$ cat src/rtl/grf_pkg.sv
// grf_pkg: shared definitions for the grf_sb register file with scoreboard.
//   - Default geometry (data width, address width, pending-counter width)
//   - Derived DEPTH and CNT_MAX
//   - cnt_next(): next-state rule for one pending-write counter
// Counters up to 8 bits wide are supported by cnt_next().
package grf_pkg;

  localparam int GRF_DATA_W  = 32;
  localparam int GRF_ADDR_W  = 5;
  localparam int GRF_CNT_W   = 2;
  localparam int GRF_DEPTH   = 2 ** GRF_ADDR_W;
  localparam int GRF_CNT_MAX = (2 ** GRF_CNT_W) - 1;

  typedef struct packed {
    logic [7:0] cnt_n;
    logic       ovf_set;
  } cnt_upd_t;

  // A reservation and a writeback landing on the same register cancel out.
  // A reservation at the ceiling is dropped and flagged; a writeback at zero
  // is an untracked write and leaves the count alone.
  function automatic cnt_upd_t cnt_next(input logic       rsv,
                                        input logic       wr,
                                        input logic [7:0] cnt,
                                        input logic [7:0] cnt_max);
    cnt_upd_t u;
    u.cnt_n   = cnt;
    u.ovf_set = 1'b0;
    if (rsv && !wr) begin
      if (cnt == cnt_max) u.ovf_set = 1'b1;
      else                u.cnt_n   = cnt + 8'd1;
    end else if (wr && !rsv) begin
      if (cnt != 8'd0) u.cnt_n = cnt - 8'd1;
    end
    return u;
  endfunction

endpackage

$ cat src/rtl/grf_sb_cnt.sv
// grf_sb_cnt: one saturating pending-write counter for a single register.
// Ports:
//   clk, reset   clock, synchronous active-high reset
//   i_flush      clear the count, discarding this cycle's rsv/wr effects
//   i_rsv_hit    a reservation targets this register
//   i_wr_hit     a writeback targets this register
//   o_cnt        current pending-write count
//   o_ovf_set    a reservation is being dropped at the ceiling this cycle
module grf_sb_cnt
  import grf_pkg::*;
#(
  parameter int CNT_W = GRF_CNT_W
) (
  input  logic             clk,
  input  logic             reset,
  input  logic             i_flush,
  input  logic             i_rsv_hit,
  input  logic             i_wr_hit,
  output logic [CNT_W-1:0] o_cnt,
  output logic             o_ovf_set
);

  localparam logic [CNT_W-1:0] CNT_MAX = '1;

  logic [CNT_W-1:0] r_cnt;
  cnt_upd_t         w_upd;

  assign w_upd = cnt_next(i_rsv_hit, i_wr_hit, 8'(r_cnt), 8'(CNT_MAX));

  always_ff @(posedge clk) begin
    if (reset)        r_cnt <= '0;
    else if (i_flush) r_cnt <= '0;
    else              r_cnt <= w_upd.cnt_n[CNT_W-1:0];
  end

  // A flushed cycle discards the reservation, so it cannot overflow either.
  assign o_ovf_set = w_upd.ovf_set && !i_flush && !reset;
  assign o_cnt     = r_cnt;

endmodule

$ cat src/rtl/grf_sb.sv
// grf_sb: general register file with per-register pending-write scoreboard.
// Register 0 reads as zero and is never busy; writes/reservations to it are
// ignored. Reads are combinational.
// Optional feature macro: GRF_BYPASS_EN -- write-through of the concurrent
// writeback onto the read ports, with busy taken from the post-writeback count.
// Ports:
//   clk, reset   clock, synchronous active-high reset
//   rd_addr      NUM_RD packed read addresses
//   rd_data      NUM_RD packed read data
//   rd_busy      per read port: addressed register has a pending write
//   rsv_en/addr  reserve a destination at issue
//   wr_en/addr/data  writeback
//   flush        clear all pending counters
//   ovf          sticky: a reservation was dropped at the counter ceiling
module grf_sb
  import grf_pkg::*;
#(
  parameter int DATA_W = GRF_DATA_W,
  parameter int ADDR_W = GRF_ADDR_W,
  parameter int NUM_RD = 2,
  parameter int CNT_W  = GRF_CNT_W
) (
  input  logic                     clk,
  input  logic                     reset,
  input  logic [NUM_RD*ADDR_W-1:0] rd_addr,
  output logic [NUM_RD*DATA_W-1:0] rd_data,
  output logic [NUM_RD-1:0]        rd_busy,
  input  logic                     rsv_en,
  input  logic [ADDR_W-1:0]        rsv_addr,
  input  logic                     wr_en,
  input  logic [ADDR_W-1:0]        wr_addr,
  input  logic [DATA_W-1:0]        wr_data,
  input  logic                     flush,
  output logic                     ovf
);

  localparam int DEPTH = 2 ** ADDR_W;

  logic [DATA_W-1:0] r_regs [DEPTH];
  logic [CNT_W-1:0]  w_cnt  [DEPTH];
  logic [DEPTH-1:0]  w_ovf_set;
  logic              r_ovf;

  // Storage: entry 0 is cleared by reset and never written, so it stays zero.
  always_ff @(posedge clk) begin
    if (reset) begin
      for (int i = 0; i < DEPTH; i++) r_regs[i] <= '0;
    end else if (wr_en && (wr_addr != '0)) begin
      r_regs[wr_addr] <= wr_data;
    end
  end

  // Register 0 has no counter; it is permanently not busy.
  assign w_cnt[0]     = '0;
  assign w_ovf_set[0] = 1'b0;

  for (genvar r = 1; r < DEPTH; r++) begin : g_cnt
    grf_sb_cnt #(.CNT_W(CNT_W)) u_cnt (
      .clk       (clk),
      .reset     (reset),
      .i_flush   (flush),
      .i_rsv_hit (rsv_en && (rsv_addr == ADDR_W'(r))),
      .i_wr_hit  (wr_en && (wr_addr == ADDR_W'(r))),
      .o_cnt     (w_cnt[r]),
      .o_ovf_set (w_ovf_set[r])
    );
  end

  always_ff @(posedge clk) begin
    if (reset)           r_ovf <= 1'b0;
    else if (|w_ovf_set) r_ovf <= 1'b1;
  end

  assign ovf = r_ovf;

  for (genvar k = 0; k < NUM_RD; k++) begin : g_rd
    logic [ADDR_W-1:0] w_ra;
    assign w_ra = rd_addr[k*ADDR_W +: ADDR_W];
`ifdef GRF_BYPASS_EN
    logic w_wr_hit;
    logic w_rsv_hit;
    assign w_wr_hit  = wr_en && (wr_addr == w_ra) && (w_ra != '0);
    assign w_rsv_hit = rsv_en && (rsv_addr == w_ra);
    assign rd_data[k*DATA_W +: DATA_W] = w_wr_hit ? wr_data : r_regs[w_ra];
    // Busy reflects the count after this cycle's writeback retires one entry;
    // a same-cycle reservation cancels that decrement.
    assign rd_busy[k] = (w_wr_hit && !w_rsv_hit && (w_cnt[w_ra] != '0))
                        ? (w_cnt[w_ra] != CNT_W'(1))
                        : (w_cnt[w_ra] != '0);
`else
    assign rd_data[k*DATA_W +: DATA_W] = r_regs[w_ra];
    assign rd_busy[k]                  = (w_cnt[w_ra] != '0);
`endif
  end

endmodule
$ cat config.mk
export PLATFORM = sky130hd
export DESIGN_NAME = grf_sb
export DESIGN_NICKNAME = d
export VERILOG_FILES = /design/src/rtl/grf_pkg.sv /design/src/rtl/grf_sb_cnt.sv /design/src/rtl/grf_sb.sv
export SDC_FILE = /design/constraint.sdc
export NUM_CORES = 2
export LEC_CHECK = 0
export BUFFER_PORTS_ARGS = -buffer_cell sky130_fd_sc_hd__buf_2
export CAP_MARGIN = 20
export CORE_MARGIN = 2
export CORE_UTILIZATION = 40
export CTS_BUF_LIST = sky130_fd_sc_hd__clkbuf_8
export CTS_CLUSTER_DIAMETER = 60
export DETAILED_ROUTE_END_ITERATION = 12
export PLACE_DENSITY_LB_ADDON = 0.05
export SLEW_MARGIN = 0
export SYNTH_ARGS = -nofsm -noshare
export SYNTH_HDL_FRONTEND = slang
export SYNTH_SLANG_ARGS = --single-unit
$ cat constraint.sdc
create_clock -name clk -period 4.4 [get_ports clk]
set_input_delay 0.44 -clock clk [delete_from_list [all_inputs] [get_ports clk]]
set_output_delay 0.44 -clock clk [all_outputs]
set_load 0.01 [all_outputs]
### After elaboration in Yosys (flattened, before gate mapping)

Memory sizes are Yosys's and may differ from the RTL's.
Index checks and enable logic that the tools add are counted.
W data, S select, Z words.

* logic and storage cells: 804
* bits in writable memories: 1024
* bits in registers: 63
* bits of input ports: 57
* memories: 1

* multiplexer cells: 200
* reduce and logical (&&, ||, !) cells: 381
* add/sub/neg operators: 62
* bitwise operators: 2
* eq/ne operators: 124
* magnitude comparators: 2

Memory list
* r_regs: words 32, width 32, read ports 2, clocked after Yosys merged registers in 0, write ports 32, line grf_sb.sv:39 `logic [DATA_W-1:0] r_regs [DEPTH];`

Operator list (number)
* $mux W2: 128
* $reduce_bool A2 Y1: 95
* $logic_and A1 B1 Y1: 187
* $eq A5 B5 Y1 const B: 32
* $reduce_and A3 Y1: 31
* $eq A5 B4 Y1 const B: 16
* $mux W1: 68
* $logic_not A1 Y1: 64
* $add A2 B1 Y2 const B: 31
* $eq A2 B2 Y1 const B: 31
* $ne A2 B2 Y1 const B: 31
* $sub A2 B1 Y2 const B: 31
* $eq A5 B3 Y1 const B: 8
* $mux W32: 1
* $reduce_or A32 Y1: 1
* $reduce_or A31 Y1: 1
* $bmux W2 S5: 2
* $eq A5 B2 Y1 const B: 4
* $ge A6 B6 Y1 const B: 2
* $not A5 Y6: 2
* $eq A5 B1 Y1 const B: 2
* $mux W5: 1
* $reduce_bool A5 Y1: 1
* $reduce_or A2 Y1: 1

### Logic depth before layout (Yosys ltp)

* word-level depth: 8
* mapped depth: 9

### Cells and area by module

A second synthesis with hierarchy kept.

* cells, all modules: 4159
* area, all modules: 59544.6 um^2

By module, submodules not included
* grf_sb: sequential area each 30769.5 um^2, cells each 3725, area each 55627.1 um^2, times used 1
* grf_sb_cnt: sequential area each 40.0 um^2, cells each 14, area each 126.4 um^2, times used 31

### Least setup slack after synthesis

OpenSTA, ideal clock, no wires.

* path type: input-to-output
* from: input rd_addr[1]
* to: output rd_data[15]
* buffers on the path: 3
* data required time: 3.960 ns
* stages: 6
* slack: 1.671 ns
* arrival time: 2.289 ns
* cells stage by stage: buf_2 > clkbuf_1 > buf_1 > mux4_2 > mux4_2 > mux2_2

* cells in the longest elaborated chain, start to end: 1

Ends and longest elaborated chain
* start: declaration: line grf_sb.sv:25 `input logic [NUM_RD*ADDR_W-1:0] rd_addr,`
* $mem_v2 Z32 W32
* end: declaration: line grf_sb.sv:26 `output logic [NUM_RD*DATA_W-1:0] rd_data,`

No other way between the ends.

### Worst setup path after layout

* from: input rd_addr[6]
* to: output rd_data[59]

Same word-level chain as after synthesis.

==> reports/metrics.yaml <==
critical_path:
  crit_chain: "buf_8, buf_12, mux4_2, mux4_2, nand2_1, nand2_1, buf_2"
  path_max_fanout: 100
  cp_data_required_time_ns: 3.96
  worstPathArrival_ns: 3.16
  startpoint_type: "input pin"
  cp_slowest_cell: "buf_8"
  crit_type: "in -> out"
  slowest_delay_ns: 0.70
  crit_path_end_kind: "primary output"
drt:
  drc_errors: 0
  drt_first_pass_iters: 6
  vias: 37300
  wl_per_cell_um: 34.8
  drt_iter0_drc: 4085
  viasPerCell: 6.14
  ant_nets: 0
  postRouteWirelength_mm: 211
logic_synthesis:
  synth_area_mm2: 0.0588
  ys.flop_type: "edfxtp_1"
  ys_ff_latch: 1087
  avgSynthCellArea_um2: 15.1
  synth_top_area_cell: "edfxtp_1"
  yosys_warnings: 0
  yosysMostFrequentCell: "edfxtp_1"
  synthTopCellsByCount: "edfxtp_1 (1,024), and2_1 (993), mux4_2 (648)"
  seq_area_frac_synth_pct: 54.4
  synth.distinct_cells: 52
  synth_top_area_share_pct: 52.3
  async_flop_share_pct: 0
  yosys-top-cells-area: "edfxtp_1 (52%), mux4_2 (25%), and2_1 (11%)"
  synth_edf_count: 1024
  netlist_instances: 3892
timing:
  setup_viol: 0
  worst_pin_slew_ns: 1.17
  fmax_ghz: 0.278
  post-route-period-util_pct: 81.8
  rsz0062_at_grt: "no"
  hold_viol: 0
  relSlewSlack_pct: 22.1
  slew_viol_final: 0
  fin_setup_tns_ns: 0
  skew_ns: 0.0178
  fin_crit_ns: 3.60
min_path:
  hold_class: "in -> reg"
cells_and_area:
  finalNetCount: 4056
  stdcell_area_mm2: 0.0658
  drive_above_1_share_pct: 30.6
  syn_to_final_growth_pct: 11.8
clock_tree:
  cts_root_buf: "clkbuf_8"
  holdBufCountCts: 2
  clk_latency_ns: 0.91
  cts_tree: "done"
  cts_buffers: 194
  clock_path_buffers: 3
  clkSinkCount: 1087
  cts_max_level: 4
  post_cts_buffers: 0
  clk_pin_slew_ns: 0.06
  postCtsResizedCells: 0
grt:
  grt_pass1_wl_mm: 298
  antenna_found_initial: 22
  grt_overflow_total: 0
  track_usage_pct: 28.3
  grt_pass1_vias: 38900
  grt_max_degree: 101
pwr:
  ir_drop_uv: 227
  leakage_nw: 22.4
  p_total_mw: 24.0
  powerDensity_mw_per_mm2: 365
placement:
  dpl_cell_area_mm2: 0.0623
  dp_hpwl_mm: 128
  routabilityCongestion: 0.899
  port_buffers: 123
job:
  cap_violations: 0
floorplan:
  die_h_um: 387
  die_x_um: 387
  die-area_mm2: 0.150
  placeableCoreArea_mm2: 0.146
  placementRows: 140
  initial_core_util_pct: 40.3
  ios: 124
run_status:
  status: "complete, no violations"
per-stage QoR:
| stage | setup slack (ns) | util, % | instances | hold WS, ns |
|---|---|---|---|---|
| after global placement | 0.887 | 42.7 | 5717 | 0.484 |
| after CTS | 0.795 | 45.1 | 6065 | 0.0689 |
| after detailed placement | 0.881 | 42.7 | 5717 | 0.497 |
| after floorplan | 1.67 | - | 3923 | 0.466 |
| final | 0.800 | 45.1 | 6078 | 0.149 |
| after global routing | 0.736 | 45.1 | 6070 | 0.138 |
layout make-up:
cell class / count / area [um^2]
fill: 12900 / 80100
multi-input combinational: 2411 / 25400
clock inverter: 149 / 702
timing repair buffer: 283 / 2420
clock buffer: 197 / 2710
tap: 1917 / 2400
sequential: 1087 / 32000
antenna: 12 / 30.0
inverter: 22 / 82.6
cell families (layout without fill, tap and decap cells):
group / count (synthesis) / after routing / synth area share, %
compound gates: 303 / 303 / 3.33
buf+inv: 425 / 651 / 2.94
flops: 1087 / 1087 / 54.4
mux: 682 / 682 / 25.5
other cells: 1 / 44 / 0.00637
simple gates: 1394 / 1394 / 13.9
power by group:
group | leakage [nW] | switching (mW) | internal, mW | total (mW)
Sequential | 10.3 | 0.284 | 11.9 | 12.1
Clock | 1.97 | 4.42 | 4.26 | 8.68
Combinational | 10.1 | 1.82 | 1.40 | 3.22
Total | 22.4 | 6.53 | 17.5 | 24.0
layout by cell type (no fill, tap or decap), types with 6 or more instances in the layout:
| cell type | count |
|---|---|
| a21oi_1 | 64 |
| nand3_1 | 33 |
| nand2b_1 | 21 |
| edfxtp_1 | 1024 |
| or2_2 | 22 |
| buf_2 | 114 |
| o21ai_0 | 78 |
| a22oi_1 | 11 |
| clkinv_1 | 46 |
| and2_1 | 993 |
| o22ai_1 | 8 |
| nand2_1 | 187 |
| clkinv_2 | 25 |
| a21o_2 | 13 |
| nand4b_1 | 8 |
| conb_1 | 32 |
| nor2_4 | 25 |
| dfxtp_1 | 63 |
| nor2_1 | 40 |
| mux4_2 | 648 |
| o211ai_1 | 58 |
| inv_1 | 85 |
| clkbuf_8 | 197 |
| buf_4 | 117 |
| o21a_1 | 31 |
| diode_2 | 12 |
| nor3_1 | 18 |
| a211o_1 | 7 |
| clkinvlp_4 | 9 |
| buf_12 | 43 |
| a2111o_1 | 8 |
| mux2_2 | 32 |
| a2111oi_0 | 6 |
registers in the layout, indices dropped and copies added, names as in the netlist:
signal	flops
r_regs	1024
ovf	1
g_cnt.u_cnt.o_cnt	62
routing by layer:
metal / GRT usage, % / vias up / wire (um)
met5: 0 / - / 30
met4: 11.1 / 4 / 8320
met3: 5.47 / 400 / 15900
met2: 46.0 / 1810 / 102000
met1: 37.5 / 19900 / 85200
li1: - / 15300 / -
path summary, 6_finish.rpt:
kind	startpoint	to	slack, ns	cells after the start
max	rd_addr[6]	rd_data[59]	0.80	7
min	wr_data[14]	r_regs[31][14]	0.15	2
max reg2reg	g_cnt[21].u_cnt.o_cnt[0]	ovf	2.48	5
min reg2reg	g_cnt[30].u_cnt.o_cnt[1]	g_cnt[30].u_cnt.o_cnt[0]	0.50	2
critical path: cells and delay by family:
kind,cells,cell delay [ns]
simple gates,2,0.37
buf+inv,3,1.28
mux,2,0.87
No activity file was read; power rests on OpenSTA's default activity.
